===== config.mk =====
export PLATFORM = sky130hd
export DESIGN_NAME = capture_sequencer
export DESIGN_NICKNAME = d
export VERILOG_FILES = /design/src/rtl/capture_sequencer_pkg.sv /design/src/rtl/capture_sequencer_sample_decimator.sv /design/src/rtl/capture_sequencer.sv
export SDC_FILE = /design/constraint.sdc
export NUM_CORES = 1
export LEC_CHECK = 0
export ABC_AREA = 1
export BUFFER_PORTS_ARGS = -buffer_cell sky130_fd_sc_hd__buf_2
export CAP_MARGIN = 20
export CORE_ASPECT_RATIO = 0.7
export CORE_UTILIZATION = 50
export DETAILED_ROUTE_END_ITERATION = 8
export GPL_TIMING_DRIVEN = 0
export PLACE_DENSITY_LB_ADDON = 0.05
export SLEW_MARGIN = 15
export SYNTH_ARGS = -nofsm -noshare
export SYNTH_HDL_FRONTEND = slang
export SYNTH_SLANG_ARGS = --single-unit
export TNS_END_PERCENT = 20

===== constraint.sdc =====
create_clock -name clk -period 2.2 [get_ports clk]
set_clock_uncertainty 0.05 [all_clocks]
set_input_delay 0.33 -clock clk [delete_from_list [all_inputs] [get_ports clk]]
set_output_delay 0.33 -clock clk [all_outputs]
set_load 0.01 [all_outputs]

===== src/rtl/capture_sequencer_pkg.sv =====
// Shared state and source-select codes for the scope capture sequencer.
package capture_sequencer_pkg;

    typedef enum logic [1:0] {
        ST_LOAD    = 2'b00,
        ST_RUN     = 2'b01,
        ST_HOLDOFF = 2'b10,
        ST_FROZEN  = 2'b11
    } seq_state_t;

    localparam logic [1:0] SRC_VOICE0 = 2'd0;
    localparam logic [1:0] SRC_VOICE1 = 2'd1;
    localparam logic [1:0] SRC_VOICE2 = 2'd2;
    localparam logic [1:0] SRC_MIX    = 2'd3;

endpackage


===== src/rtl/capture_sequencer_sample_decimator.sv =====
// Forwards one of every decim+1 sample strobes, registering the sample
// and issuing a single-cycle strobe to the capture block.
module capture_sequencer_sample_decimator #(
    parameter int SW      = 16,
    parameter int DECIM_W = 4
) (
    input  logic               clk,
    input  logic               reset,
    input  logic               load,
    input  logic               enable,
    input  logic               strobe_in,
    input  logic [SW-1:0]      sample_in,
    input  logic [DECIM_W-1:0] decim,
    output logic               strobe_out,
    output logic [SW-1:0]      sample_out
);

    logic [DECIM_W-1:0] dec_cnt;

    always_ff @(posedge clk or posedge reset) begin
        if (reset) begin
            dec_cnt    <= '0;
            strobe_out <= 1'b0;
            sample_out <= '0;
        end else begin
            strobe_out <= 1'b0;
            if (load) begin
                dec_cnt <= '0;
            end else if (enable && strobe_in) begin
                // terminal count reached: forward this sample and rearm
                if (dec_cnt == '0) begin
                    sample_out <= sample_in;
                    strobe_out <= 1'b1;
                    dec_cnt    <= decim;
                end else begin
                    dec_cnt <= dec_cnt - 1'b1;
                end
            end
        end
    end

endmodule


===== src/rtl/capture_sequencer.sv =====
// Voice select, timebase decimation, inter-frame holdoff and display freeze
// in front of the wave capture block; config is applied only in LOAD.
//
//   state   | meaning
//   LOAD    | latch src_sel/decim/holdoff, clear decimator (one cycle)
//   RUN     | forward decimated samples until frame end
//   HOLDOFF | skip active_hold input samples before next frame
//   FROZEN  | no forwarding while freeze is held
module capture_sequencer
    import capture_sequencer_pkg::*;
#(
    parameter int SW      = 16,
    parameter int DECIM_W = 4,
    parameter int HOLD_W  = 12
) (
    input  logic               clk,
    input  logic               reset,
    input  logic               sample_ready_in,
    input  logic [SW-1:0]      voice0_in,
    input  logic [SW-1:0]      voice1_in,
    input  logic [SW-1:0]      voice2_in,
    input  logic [SW-1:0]      mix_in,
    input  logic [1:0]         src_sel,
    input  logic [DECIM_W-1:0] decim,
    input  logic [HOLD_W-1:0]  holdoff,
    input  logic               freeze,
    input  logic               cap_write_enable,
    output logic               cap_sample_ready,
    output logic [SW-1:0]      cap_sample,
    output logic [1:0]         seq_state,
    output logic [7:0]         frames_captured
);

    seq_state_t         state, state_next;
    logic [1:0]         active_sel;
    logic [DECIM_W-1:0] active_decim;
    logic [HOLD_W-1:0]  active_hold;
    logic [HOLD_W-1:0]  hold_cnt;
    logic               we_prev;
    logic [SW-1:0]      sel_sample;
    logic               frame_end;
    logic               load_cfg, fwd_en, frame_inc, hold_start, hold_tick;

    assign frame_end = we_prev & ~cap_write_enable;
    assign seq_state = state;

    always_comb begin
        sel_sample = voice0_in;
        unique case (active_sel)
            SRC_VOICE0: sel_sample = voice0_in;
            SRC_VOICE1: sel_sample = voice1_in;
            SRC_VOICE2: sel_sample = voice2_in;
            SRC_MIX:    sel_sample = mix_in;
        endcase
    end

    always_ff @(posedge clk or posedge reset) begin
        if (reset) state <= ST_LOAD;
        else       state <= state_next;
    end

    always_comb begin
        state_next = state;
        load_cfg   = 1'b0;
        fwd_en     = 1'b0;
        frame_inc  = 1'b0;
        hold_start = 1'b0;
        hold_tick  = 1'b0;
        unique case (state)
            ST_LOAD: begin
                load_cfg   = 1'b1;
                state_next = freeze ? ST_FROZEN : ST_RUN;
            end
            ST_RUN: begin
                // a strobe coinciding with the frame end is dropped
                if (frame_end) begin
                    frame_inc = 1'b1;
                    if (freeze) begin
                        state_next = ST_FROZEN;
                    end else if (active_hold == '0) begin
                        state_next = ST_LOAD;
                    end else begin
                        state_next = ST_HOLDOFF;
                        hold_start = 1'b1;
                    end
                end else if (freeze && !cap_write_enable) begin
                    state_next = ST_FROZEN;
                end else begin
                    fwd_en = 1'b1;
                end
            end
            ST_HOLDOFF: begin
                if (freeze) begin
                    state_next = ST_FROZEN;
                end else if (sample_ready_in) begin
                    hold_tick = 1'b1;
                    if (hold_cnt <= HOLD_W'(1)) state_next = ST_LOAD;
                end
            end
            ST_FROZEN: begin
                if (!freeze) state_next = ST_LOAD;
            end
        endcase
    end

    always_ff @(posedge clk or posedge reset) begin
        if (reset) begin
            active_sel      <= '0;
            active_decim    <= '0;
            active_hold     <= '0;
            hold_cnt        <= '0;
            we_prev         <= 1'b0;
            frames_captured <= '0;
        end else begin
            we_prev <= cap_write_enable;
            if (load_cfg) begin
                active_sel   <= src_sel;
                active_decim <= decim;
                active_hold  <= holdoff;
            end
            if (frame_inc) frames_captured <= frames_captured + 8'd1;
            if (hold_start) begin
                hold_cnt <= active_hold;
            end else if (hold_tick && hold_cnt != '0) begin
                hold_cnt <= hold_cnt - 1'b1;
            end
        end
    end

    capture_sequencer_sample_decimator #(
        .SW      (SW),
        .DECIM_W (DECIM_W)
    ) u_decimator (
        .clk        (clk),
        .reset      (reset),
        .load       (load_cfg),
        .enable     (fwd_en),
        .strobe_in  (sample_ready_in),
        .sample_in  (sel_sample),
        .decim      (active_decim),
        .strobe_out (cap_sample_ready),
        .sample_out (cap_sample)
    );

endmodule


==> results.py, run 1 <==
metrics = {
    "sta": {
        "drv_slew": 0,
        "setup_viol": 0,
        "hold_viol": 0,
        "tightestPinTransition_ps": 536,
        "max-slew-margin-rel": 0.641,
        "rsz0062_at_grt": "false",
        "min_period_ps": 1680,
        "max_freq_ghz": 0.594,
        "fin_ws_ps": 515,
        "period_share": 0.766,
    },
    "synth": {
        "seq_area_frac_synth": 0.449,
        "synthTopCellsByArea": "dfrtp_1 (45%), nand2_1 (22%), o21ai_0 (5.5%), nand3_1 (3.6%), inv_1 (3.6%)",
        "synth-compound-area-share": 0.0707,
        "synthCells": 471,
        "yosysTopAreaCellShare": 0.449,
        "netlist_area_mm2": 0.00345,
        "synth-simple-area-share": 0.364,
        "synthDistinctLibCells": 30,
        "syn_avg_cell_area_um2": 7.33,
        "synth.net_count": 564,
        "synth_mux_area_frac": 0,
        "synth-xor-area-share": 0.0355,
        "yosysWarnings": 0,
        "ys_seq_elements": 62,
        "yosysTopAreaCell": "dfrtp_1",
        "synth_top_family_by_area": "simple AND/OR/NAND/NOR gates",
        "yosys.area_share.adder": 0.0217,
    },
    "layout": {
        "syn_to_final_growth_pct": 27.0,
        "drive_above_1_share": 0.258,
        "fin_util": 0.679,
        "stdcell_count": 692,
        "final_area_mm2": 0.00439,
        "final_common_cell": "nand2_1",
        "antennaDiodeCount": 0,
        "final_cell_mix": "nand2_1 (203), buf_2 (117), dfrtp_1 (62)",
        "nNetsFinal": 690,
    },
    "place": {
        "hpwlAfterDp_um": 6610,
        "dp_cells": 676,
        "place_congestion": 0.833,
        "placedInstanceArea_mm2": 0.00416,
        "port-buffer-count": 113,
        "dp_slack_ps": 535,
    },
    "clocking": {
        "clockBufferDepth": 2,
        "clockRootBuffer": "clkbuf_8",
        "cts.sinks": 62,
        "clk_latency_ps": 340,
        "postCtsSetupBuffers": 0,
        "cts_made_buffers": 9,
        "cts_tree": "yes",
        "path_clk_slew_ps": 70,
        "htreeDepth": 3,
    },
    "route": {
        "drt_iter0_markers": 157,
        "ant_nets": 0,
        "finalWirelength_um": 8800,
        "drt_pass1_iterations": 5,
        "routed_via_density": 5.03,
        "post_drt_wl_per_cell_um": 12.7,
        "vias": 3479,
        "drc": 0,
    },
    "status": {
        "status": "finished clean",
    },
    "setup_path": {
        "cp-end-kind": "register",
        "rr_startpoint": "hold_cnt[0]",
        "cp.required_ps": 2380,
        "critPathKind": "register to register",
        "startpoint_type": "register",
        "arrival_ps": 1860,
        "path_max_fanout": 5,
        "crit_start": "hold_cnt[0]",
    },
    "global_routing": {
        "overflow": 0,
        "grt_max_degree": 37,
        "grt_pass1_vias": 3286,
        "antenna_found_initial": 0,
        "grtUsageTotal": 0.265,
        "grt_pass1_wl_um": 14900,
    },
    "die": {
        "die-area_mm2": 0.00725,
        "die_w_um": 101,
        "start_util": 0.535,
        "die_height_um": 71.5,
        "io_pins": 114,
        "core-area_mm2": 0.00646,
        "rows": 24,
    },
    "worst_hold_path": {
        "min_path_type": "primary input to register",
        "hold_start": "cap_write_enable",
    },
    "run": {
        "cap_violations": 0,
    },
    "power": {
        "p_leak_nw": 2.39,
        "ir_drop_uv": 609,
        "power.density_mw_per_mm2": 1300,
        "total_power_mw": 5.71,
    },
}
## worst max-delay path: stages, from the launching register on
cell and delay, ps:
dfrtp_1 450, inv_1 150, ha_1 240, nand2_1 130, nor2_1 220, nand2_1 80
nand2_1 70, nand2_1 60, nand2_1 60, nand3_1 60
## cells in the mapped netlist
| library cell | instances |
|---|---|
| inv_2 | 4 |
| nor2_4 | 4 |
| inv_1 | 33 |
| o21ai_0 | 38 |
| buf_1 | 1 |
| ha_1 | 6 |
| nand3_2 | 1 |
| xor2_1 | 9 |
| nand3_1 | 25 |
| nand2_1 | 203 |
| a21oi_1 | 4 |
| nand2_4 | 3 |
| o22ai_1 | 2 |
| xnor2_1 | 5 |
| clkinv_2 | 1 |
| a21oi_4 | 1 |
| nor3_2 | 2 |
| buf_2 | 4 |
| nand4_1 | 16 |
| dfrtp_1 | 62 |
| clkbuf_2 | 1 |
| nand2_2 | 1 |
| or2_2 | 1 |
| buf_6 | 1 |
| o21ai_1 | 1 |
| nor2_1 | 32 |
| nor3_1 | 3 |
| clkbuf_1 | 5 |
| nand3b_1 | 1 |
| nor2_2 | 1 |
## worst paths after layout
check	endpoint	slack, ps	depth (start not counted)
max	hold_cnt[10]	520	9
min	we_prev	80	1
max reg2reg	hold_cnt[10]	520	9
min reg2reg	frames_captured[7]	420	1
max in group asynchronous	active_hold[2]	1140	4
min in group asynchronous	frames_captured[1]	460	3
## cells by family after synthesis
family	count (synthesis)
XOR/XNOR	14
flip-flops	62
AND/OR/NAND/NOR	293
buffers and inverters	50
adder cells (fa/ha/maj)	6
AO/OA/AOI/OAI	46
## registers in the layout (all words and copies together) (netlist names)
signal / flops
active_decim: 4
active_hold: 12
active_sel: 2
frames_captured: 8
hold_cnt: 12
seq_state: 2
u_decimator.dec_cnt: 4
u_decimator.sample_out: 16
u_decimator.strobe_out: 1
we_prev: 1
## what timing repair did
action | in CTS | in global routing
endpoints found under the hold margin | 26 | 0
hold buffers | 1 | 0
resized for setup | 0 | 0
## power by group
group	total [mW]	leakage (nW)	internal, mW	switching (mW)
Clock	1.13	0.115	0.689	0.436
Sequential	2.03	0.785	1.63	0.390
Combinational	2.56	1.49	0.931	1.63
Total	5.71	2.39	3.26	2.46
## metal layers
layer  global-route usage  part of all wire  vias up
met5                    0                 0        -
met4               0.0741             0.011        0
met3               0.0663             0.065       12
met2                0.391              0.42      109
met1                0.388              0.51     1610
li1                     -                 -     1748
## through the flow
step	setup TNS (ps)	hold slack, ps
3_3_place_gp	-33300	405
3_5_place_dp	0	290
4_1_cts	0	69.7
2_1_floorplan	0	311
5_1_grt	0	86.5
6_report	0	83.4
## area by class of cell
class	count	area, µm²
Tap cell	91	114
Timing Repair Buffer	115	596
Clock inverter	4	70.1
Buffer	12	58.8
Sequential cell	62	1550
Multi-Input combinational cell	359	1700
Inverter	38	146
Clock buffer	11	151
Fill cell	575	2070
(Power assumes the default switching activity.)
==> run 2, diff against run 1 <==
- CORE_UTILIZATION: 50 -> 46
- clock period: 2.2 -> 1.47 ns (I/O delays scaled with it)
==> results.py, run 2 (synthesized netlist as in run 1, its figures left out) <==
metrics = {
    "status": {
        "violations": "setup timing",
        "status": "finished with violations",
    },
    "layout": {
        "final_common_cell": "nand2_1",
        "fillCellCount": 683,
        "syn_to_final_growth_pct": 33.7,
        "antennaDiodeCount": 0,
        "largest_reg_flops": 16,
        "drive_above_1_share": 0.328,
        "final_cell_mix": "nand2_1 (196), buf_2 (115), dfrtp_1 (59)",
        "nNetsFinal": 698,
        "final_area_mm2": 0.00462,
        "reg_top3": "u_decimator.sample_out x16, active_hold x12, hold_cnt x12",
        "largest_register": "u_decimator.sample_out",
    },
    "route": {
        "post_drt_wl_per_cell_um": 13.4,
        "vias": 3537,
        "drc": 0,
        "ant_nets": 0,
        "drt_pass1_iterations": 4,
        "drt_iter0_markers": 174,
        "finalWirelength_um": 9500,
        "routed_via_density": 5.00,
    },
    "place": {
        "placedInstanceArea_mm2": 0.00419,
        "place_congestion": 0.847,
        "hpwlAfterDp_um": 7090,
        "dp_slack_ps": -186,
        "port-buffer-count": 113,
    },
    "clocking": {
        "clk_latency_ps": 350,
        "htreeDepth": 3,
        "cts.sinks": 62,
        "path_clk_slew_ps": 70,
        "cts_tree": "yes",
        "cts_made_buffers": 9,
        "clockBufferDepth": 2,
        "clockRootBuffer": "clkbuf_8",
    },
    "power": {
        "power.density_mw_per_mm2": 1900,
        "combinationalPowerShare": 0.497,
        "ir_drop_uv": 870,
        "total_power_mw": 8.79,
        "p_leak_nw": 2.44,
        "switching_share": 0.451,
        "power_frac_seq": 0.350,
        "p_clk_frac": 0.153,
        "power.switching_mw": 3.97,
        "internal_power_mw": 4.82,
    },
    "sta": {
        "max_freq_ghz": 0.671,
        "setup_viol": 14,
        "finalSetupTns_ps": -119,
        "period_share": 1.01,
        "fin_ws_ps": -19.3,
        "hold_viol": 0,
        "min_period_ps": 1490,
        "max-slew-margin-rel": 0.707,
        "rsz0062_at_grt": "true",
        "tightestPinTransition_ps": 439,
        "drv_slew": 0,
    },
    "setup_path": {
        "path_max_fanout": 10,
        "arrival_ps": 1660,
        "critPathKind": "register to register",
        "cp.required_ps": 1640,
        "cp-end-kind": "register",
        "startpoint_type": "register",
    },
    "die": {
        "core-area_mm2": 0.00729,
        "die-area_mm2": 0.00786,
        "die_height_um": 74.5,
        "start_util": 0.474,
        "io_pins": 114,
        "rows": 26,
        "die_w_um": 106,
    },
    "global_routing": {
        "grt_pass1_vias": 3334,
        "grtUsageTotal": 0.259,
        "grt_max_degree": 26,
        "antenna_found_initial": 0,
        "grt_pass1_wl_um": 15600,
        "overflow": 0,
    },
    "run": {
        "cap_violations": 0,
    },
    "worst_hold_path": {
        "min_path_type": "primary input to register",
    },
}
==> run 2: changes by cell type in the layout (fill, tap and decap cells not counted), moves of 4 or more <==
cell	delta
nor2_1	-12
nor2_2	+8
o21ai_0	-5
nand2_1	-7
nor2_4	+4
o21ai_1	+5
inv_1	-8
buf_6	+4
buf_4	+5
nand2_2	+7
inv_4	+4
==> run 2: per-layer routing <==
metal / wire (µm) / part of all wire / GRT usage / up-vias
met5: 0 / 0 / 0 / -
met3: 640 / 0.067 / 0.0754 / 6
li1: - / - / - / 1760
met1: 4580 / 0.48 / 0.351 / 1662
met2: 4220 / 0.44 / 0.412 / 109
met4: 62 / 0.0065 / 0.0694 / 0
==> run 2: worst paths after layout <==
check	start	end	slack [ps]	cells past startpoint
max	u_decimator.dec_cnt[0]	u_decimator.dec_cnt[2]	-20	8
min	decim[3]	active_decim[3]	30	3
max reg2reg	u_decimator.dec_cnt[0]	u_decimator.dec_cnt[2]	-20	8
min reg2reg	frames_captured[7]	frames_captured[7]	410	1
max in group asynchronous	reset	hold_cnt[0]	320	5
min in group asynchronous	reset	u_decimator.dec_cnt[0]	390	3
==> run 2: critical path, cell delays in order, from the launching register on <==
cell and delay [ps]:
dfrtp_1 370, inv_2 90, ha_1 170, nand3_2 130, buf_6 180, o21ai_0 140
inv_1 60, o21ai_1 120, a21oi_1 50
==> run 2: area by class of cell <==
class | instances | area (µm²) | share of cell area
sequential | 62 | 1560 | 0.337
clock inverter | 1 | 5.00 | 0.00108
tap | 98 | 123 | 0.0266
clock buffer | 14 | 163 | 0.0352
multi-input combinational | 360 | 1840 | 0.399
inverter | 38 | 163 | 0.0352
buffer | 11 | 80.1 | 0.0173
timing repair buffer | 123 | 686 | 0.148
==> run 2: per-stage QoR <==
stage	utilization	hold slack (ps)	cells
5_1_grt	0.634	12.2	707
6_report	0.634	25.6	707
3_5_place_dp	0.575	215	684
2_1_floorplan	-	202	471
4_1_cts	0.612	4.73	702
3_3_place_gp	0.569	313	682
==> run 2: repair_timing <==
action / 4_1_cts / 5_1_grt
setup endpoints to repair: 52 / 56
gates resized for setup: 29 / 43
pin swaps: 5 / 7
hold buffers: 2 / 0
gates cloned: 0 / 1
endpoints found under the hold margin: 19 / 0
buffers inserted: 2 / 4
==> run 2: power by group through the flow <==
stage,sequential [mW],combinational [mW],clock (mW)
2_1_floorplan,3.05,2.57,0
3_3_place_gp,3.02,3.72,0
3_5_place_dp,3.03,3.84,0
4_1_cts,3.04,4.03,1.39
5_1_grt,3.17,4.96,1.45
6_report,3.08,4.37,1.35
